File: config.mk
export PLATFORM = sky130hd
export DESIGN_NAME = serial_add_ctrl_flat
export DESIGN_NICKNAME = d
export VERILOG_FILES = /design/src/rtl/serial_add_ctrl_if.sv /design/src/rtl/serial_add_ctrl.sv /design/src/flat_wrapper.sv
export SDC_FILE = /design/constraint.sdc
export NUM_CORES = 1
export LEC_CHECK = 0
export ABC_AREA = 1
export CORE_AREA = 3 3 75 63
export DETAILED_ROUTE_END_ITERATION = 12
export DIE_AREA = 0 0 78 66
export GPL_ROUTABILITY_DRIVEN = 0
export HOLD_SLACK_MARGIN = 0.03
export PLACE_DENSITY = 0.65
export SYNTH_ARGS = -nofsm -noshare
export SYNTH_HDL_FRONTEND = slang
export SYNTH_SLANG_ARGS = --single-unit
File: constraint.sdc
create_clock -name clk -period 2.2 [get_ports clk]
set_clock_uncertainty 0.2 [all_clocks]
set_input_delay 0.44 -clock clk [delete_from_list [all_inputs] [get_ports clk]]
set_output_delay 0.44 -clock clk [all_outputs]
set_load 0.005 [all_outputs]
File: src/rtl/serial_add_ctrl_if.sv
// serial_add_ctrl_if: operand request and result bundle for the bit-serial adder
interface serial_add_ctrl_if #(parameter int WIDTH = 8);
    logic             start;
    logic             sub;
    logic [WIDTH-1:0] a;
    logic [WIDTH-1:0] b;
    logic             busy;
    logic             done;
    logic [WIDTH-1:0] sum;
    logic             cout;
    modport master (output start, sub, a, b, input busy, done, sum, cout);
    modport slave  (input start, sub, a, b, output busy, done, sum, cout);
endinterface

File: src/rtl/serial_add_ctrl.sv
// serial_add_ctrl: LSB-first bit-serial add/subtract sequencer with a carry flop between steps
module serial_add_ctrl #(parameter int WIDTH = 8) (
    input logic              clk,
    input logic              rst_n,
    serial_add_ctrl_if.slave bus
);
    localparam int CW = $clog2(WIDTH);
    typedef enum logic [1:0] {IDLE, RUN, DONE} state_t;
    state_t           state_q, state_d;
    logic [WIDTH-1:0] a_q, a_d, b_q, b_d, sum_q, sum_d;
    logic [CW-1:0]    cnt_q, cnt_d;
    logic             carry_q, carry_d, cout_q, cout_d, busy_q, busy_d, done_q, done_d;
    logic             s, maj;
    always_comb begin
        s       = a_q[0] ^ b_q[0] ^ carry_q;
        maj     = (a_q[0] & b_q[0]) | (a_q[0] & carry_q) | (b_q[0] & carry_q);
        state_d = state_q;
        a_d     = a_q;
        b_d     = b_q;
        sum_d   = sum_q;
        cnt_d   = cnt_q;
        carry_d = carry_q;
        cout_d  = cout_q;
        case (state_q)
            IDLE: if (bus.start) begin
                a_d     = bus.a;
                b_d     = bus.sub ? ~bus.b : bus.b;
                carry_d = bus.sub;
                cnt_d   = '0;
                state_d = RUN;
            end
            RUN: begin
                a_d     = a_q >> 1;
                b_d     = b_q >> 1;
                carry_d = maj;
                sum_d   = {s, sum_q[WIDTH-1:1]};
                cnt_d   = cnt_q + CW'(1);
                if (cnt_q == CW'(WIDTH - 1)) begin
                    state_d = DONE;
                    cout_d  = maj;
                end
            end
            default: state_d = IDLE;
        endcase
        busy_d = state_d != IDLE;
        done_d = state_d == DONE;
    end
    always_ff @(posedge clk) begin
        if (!rst_n) begin
            state_q <= IDLE;
            a_q     <= '0;
            b_q     <= '0;
            sum_q   <= '0;
            cnt_q   <= '0;
            carry_q <= 1'b0;
            cout_q  <= 1'b0;
            busy_q  <= 1'b0;
            done_q  <= 1'b0;
        end else begin
            state_q <= state_d;
            a_q     <= a_d;
            b_q     <= b_d;
            sum_q   <= sum_d;
            cnt_q   <= cnt_d;
            carry_q <= carry_d;
            cout_q  <= cout_d;
            busy_q  <= busy_d;
            done_q  <= done_d;
        end
    end
    assign bus.busy = busy_q;
    assign bus.done = done_q;
    assign bus.sum  = sum_q;
    assign bus.cout = cout_q;
endmodule

File: src/flat_wrapper.sv
// flat-port wrapper written by rule: the top's interface ports become plain ports
module serial_add_ctrl_flat 
#(parameter int WIDTH = 8)
  (clk, rst_n, bus_start, bus_sub, bus_a, bus_b, bus_busy, bus_done, bus_sum, bus_cout);
  serial_add_ctrl_if #(.WIDTH(WIDTH)) bus_i ();
  input logic clk;
  input logic rst_n;
  input wire logic [$bits(bus_i.start)-1:0] bus_start;
  input wire logic [$bits(bus_i.sub)-1:0] bus_sub;
  input wire logic [$bits(bus_i.a)-1:0] bus_a;
  input wire logic [$bits(bus_i.b)-1:0] bus_b;
  output wire logic [$bits(bus_i.busy)-1:0] bus_busy;
  output wire logic [$bits(bus_i.done)-1:0] bus_done;
  output wire logic [$bits(bus_i.sum)-1:0] bus_sum;
  output wire logic [$bits(bus_i.cout)-1:0] bus_cout;
  assign bus_i.start = bus_start;
  assign bus_i.sub = bus_sub;
  assign bus_i.a = bus_a;
  assign bus_i.b = bus_b;
  assign bus_busy = bus_i.busy;
  assign bus_done = bus_i.done;
  assign bus_sum = bus_i.sum;
  assign bus_cout = bus_i.cout;
  serial_add_ctrl #(.WIDTH(WIDTH)) u_core (.clk(clk), .rst_n(rst_n), .bus(bus_i));
endmodule
[After elaboration in Yosys (flattened, before gate mapping)]
Cells that the tools add are included.
Storage, ports and cells
  bits in registers: 33
  bits of input ports: 20
  output and inout bits: 11
  logic and storage cells: 39
Cells by class
  add/subtract/negate cells: 1
  equality and inequality tests: 4
  mux-type cells: 12
  bitwise gates (word level): 8
  reduce and logical (&&, ||, !) cells: 5
Operator list (count)
  $pmux 8 s2: 2
  $mux 8: 3
  $not 8->8: 1
  $pmux 3 s2: 1
  $mux 2: 2
  $pmux 2 s2: 1
  $reduce_and 2->1: 2
  $reduce_bool 2->1: 2
  $add 3x1->3 const B: 1
  $and 1x1->1: 3
  $eq 3x3->1 const B: 1
  $mux 3: 1
  $eq 2x1->1 const B: 1
  $eq 2x2->1 const B: 1
  $logic_not 2->1: 1
  $ne 2x2->1 const B: 1
  $or 1x1->1: 2
  $pmux 1 s2: 1
  $xor 1x1->1: 2
  $mux 1: 1

[Longest topological paths before layout]
  depth after elaboration: 4
  depth in mapped cells: 8
  gate-level depth less buffers: 7

[Worst setup path before layout]
No wires, ideal clock.
  kind: input to register
  from: in bus_sub
  to: reg u_core.b_q[2]
  data arrival time: 0.997 ns
  data required time: 1.872 ns
  path slack: 0.875 ns
  stages: 7
  buffers on the path: 1
  cells stage by stage: buf_2 inv_1 nand2_1 nand2_1 nor2_1 nor2_1 nor2_1
On the way
  cells in the longest elaborated chain, start to end: 3
RTL lines
  from (decl): RTL line flat_wrapper.sv:9  | input wire logic [$bits(bus_i.sub)-1:0] bus_sub;
  $mux 8: RTL line serial_add_ctrl.sv:27  | b_d = bus.sub ? ~bus.b : bus.b;
  $mux 8: RTL line serial_add_ctrl.sv:25  | IDLE: if (bus.start) begin
  $pmux 8 s2: RTL line serial_add_ctrl.sv:24  | case (state_q)
  to (signal assigned): RTL line serial_add_ctrl.sv:52  | b_q <= '0;
  to (signal assigned): RTL line serial_add_ctrl.sv:62  | b_q <= b_d;
  to (decl): RTL line serial_add_ctrl.sv:10  | logic [WIDTH-1:0] a_q, a_d, b_q, b_d, sum_q, sum_d;
No other way between the ends. The select of a mux whose other input is x is not followed.
A chain may end at the register's enable or synchronous reset.

[Final worst setup path]
  from: reg u_core.sum_q[7], in the netlist u_core.bus.sum[7]
  to: out bus_sum[7]
RTL lines
  from (decl): RTL line serial_add_ctrl.sv:10
  from (signal assigned): RTL line serial_add_ctrl.sv:63  | sum_q <= sum_d;
  to (decl): RTL line flat_wrapper.sv:14  | output wire logic [$bits(bus_i.sum)-1:0] bus_sum;
No word-level cell between the ends.

==> impl_metrics.json <==
{
  "status": "completed",
  "cts.sinks": 33,
  "ys.warnings.count": 0,
  "maxSlewHeadroom": 0.708,
  "clk_pin_slew_ps": 60,
  "r2r-start": "u_core.state_q[1]",
  "critPathCaptureType": "output pin",
  "dpl_cell_area_um2": 1900,
  "vdd_drop_max_mv": 0.391,
  "final_cell_mix": "nand2_1, nor2_1, dfxtp_1",
  "cts_hold_buf": 0,
  "ys_types": 23,
  "cts_tree": "built",
  "crit_arrival_ps": 1150,
  "critical-path-slowest-cell": "clkdlybuf4s50_1",
  "critPathMaxStageDelay_ps": 510,
  "fmax_mhz": 559,
  "die_w_um": 78,
  "p_sw_uw": 344,
  "hold_class": "register to register",
  "fin_setup_tns_ps": 0,
  "path_buf_inv": 1,
  "drive_gt1_frac": 0.0684,
  "rows": 21,
  "clock_latency_ps": 280,
  "r2r_end": "u_core.b_q[5]",
  "p_comb_frac": 0.142,
  "ctsResizeCount": 0,
  "ys_ff_latch": 33,
  "pin_count": 31,
  "hpwl_um": 2220,
  "drv_cap": 0,
  "drtAntennaViolNets": 0,
  "p_int_uw": 1100,
  "r2r_slack_ps": 600,
  "grt_pass1_wl_um": 5510,
  "start_util": 0.388,
  "core_um2": 4100,
  "min_period_ps": 1790,
  "antenna_found_initial": 0,
  "vias": 1360,
  "drv_slew": 0,
  "cp_max_fo": 3,
  "syn_to_final_growth_pct": 26.5,
  "worstHoldPathCells": 1,
  "cp_cell_sequence": "clkdlybuf4s50_1",
  "fin_area_um2": 2010,
  "hold_viol_final": 0,
  "min_to": "u_core.cnt_q[0]",
  "routed_via_density": 4.25,
  "syn_avg_cell_area_um2": 6.91,
  "die_area_um2": 5150,
  "criticalPathCategory": "register to output pin",
  "cp_data_required_time_ps": 1560,
  "layout.nets": 285,
  "grt_pass1_vias": 1193,
  "overflow": 0,
  "finalCritPeriodShare": 0.813,
  "clock_path_buffers": 2,
  "seq_power_share": 0.453,
  "seq_area_frac_synth": 0.415,
  "start_kind": "register",
  "finalWirelength_um": 3260,
  "leakagePower_uw": 0.000958,
  "synth_nets": 253,
  "netlist_area_um2": 1590,
  "die_h_um": 66,
  "htreeDepth": 2,
  "grt_max_degree": 27,
  "cts_setup_buffers": 0,
  "dr.first_iter.drc_count": 99,
  "diodes": 0,
  "clk_root_buffer_cell": "clkbuf_8",
  "first_pass_iters": 4,
  "reg2regPathDepth": 7,
  "pwr_density_cell_nw_per_um2": 719,
  "switching_share": 0.238,
  "worst_pin_slew_ps": 437,
  "grt_use_total": 0.138,
  "layout_commonest_cell": "nand2_1",
  "grt_setup_unrepaired": "no",
  "wl_per_cell_um": 10.2,
  "path_delay_family": "buffers and inverters",
  "p_clk_frac": 0.405,
  "min_from": "u_core.cnt_q[0]",
  "numCtsBuffers": 5,
  "syn_inst": 230,
  "setup_viol": 0,
  "port_buffers": 30,
  "route.detailed.drc": 0
}
==> worst reg2reg max path, stage by stage, from the launching register on <==
cell and delay [ps]:
dfxtp_1 420, inv_2 90, nand2_4 210, inv_2 250, nand2_1 120, nand2_1 60
nor2_1 90, nor2_1 50
==> worst max path at each step <==
stage / start / endpoint / slack [ps] / cells past startpoint
after floorplan: bus_sub / u_core.b_q[2] / 870 / 7
after global placement: bus_start / u_core.b_q[0] / 250 / 7
after detailed placement: bus_start / u_core.a_q[0] / 220 / 7
after CTS: u_core.bus.sum[7] / bus_sum[7] / 390 / 1
after global routing: bus_start / u_core.b_q[1] / 340 / 7
final: u_core.bus.sum[7] / bus_sum[7] / 410 / 1
==> Yosys cell counts (all sizes together) <==
cell     n  area share
nor2    56        0.14
xor2     1      0.0055
nand3   20       0.066
buf      6       0.045
fa       1       0.013
dfxtp   33        0.42
clkbuf   2       0.011
ha       2       0.016
inv     26       0.061
o211ai   1      0.0047
a21oi    4       0.013
nand2   67        0.18
o21ai   10       0.031
and3     1      0.0039
==> cells by family after synthesis <==
family / Yosys count / synth area share
adders and majority gates: 3 / 0.0283
xor gates and xnor gates: 1 / 0.00551
buffers and inverters: 34 / 0.117
AOI/OAI and AO/OA: 15 / 0.0488
and+or+nand+nor: 144 / 0.385
DFF: 33 / 0.415
==> final cells by class <==
type / instances / area (um2)
inverter: 26 / 97.6
fill: 435 / 2090
clock buffer: 7 / 86.3
sequential: 33 / 661
clock inverter: 1 / 30.0
tap: 57 / 71.3
multi-input combinational: 163 / 743
timing repair buffer: 33 / 323
==> metrics by stage <==
step / utilization / hold slack [ps] / setup slack (ps) / cells / power, uW
floorplan: - / 228 / 875 / 230 / 800
global placement: 0.462 / 246 / 248 / 312 / 873
detailed placement: 0.462 / 247 / 224 / 312 / 876
CTS: 0.491 / 260 / 388 / 320 / 1460
global route: 0.491 / 271 / 339 / 320 / 1530
finish: 0.491 / 257 / 412 / 320 / 1450
==> power groups by stage <==
stage	clock network, uW	registers (uW)	logic [uW]
after floorplan	0	666	134
after global placement	0	669	204
after detailed placement	0	669	207
after CTS	597	656	208
after global routing	631	660	234
final	585	656	205
==> flip-flops by register name, indices dropped and copies added (netlist names) <==
name / count
u_core.a_q: 8
u_core.bus.done: 1
u_core.cnt_q: 3
u_core.bus.cout: 1
u_core.b_q: 8
u_core.state_q: 2
u_core.bus.sum: 8
u_core.bus.busy: 1
u_core.carry_q: 1
==> routing by layer <==
metal	share of wire	global-route usage	vias to the layer above	wire length, um
li1	-	-	761	-
met1	0.53	0.186	569	1740
met2	0.41	0.206	26	1340
met3	0.047	0.0409	4	154
met4	0.0058	0.0524	0	19
met5	0	0	-	0
(Power assumes the default switching activity.)
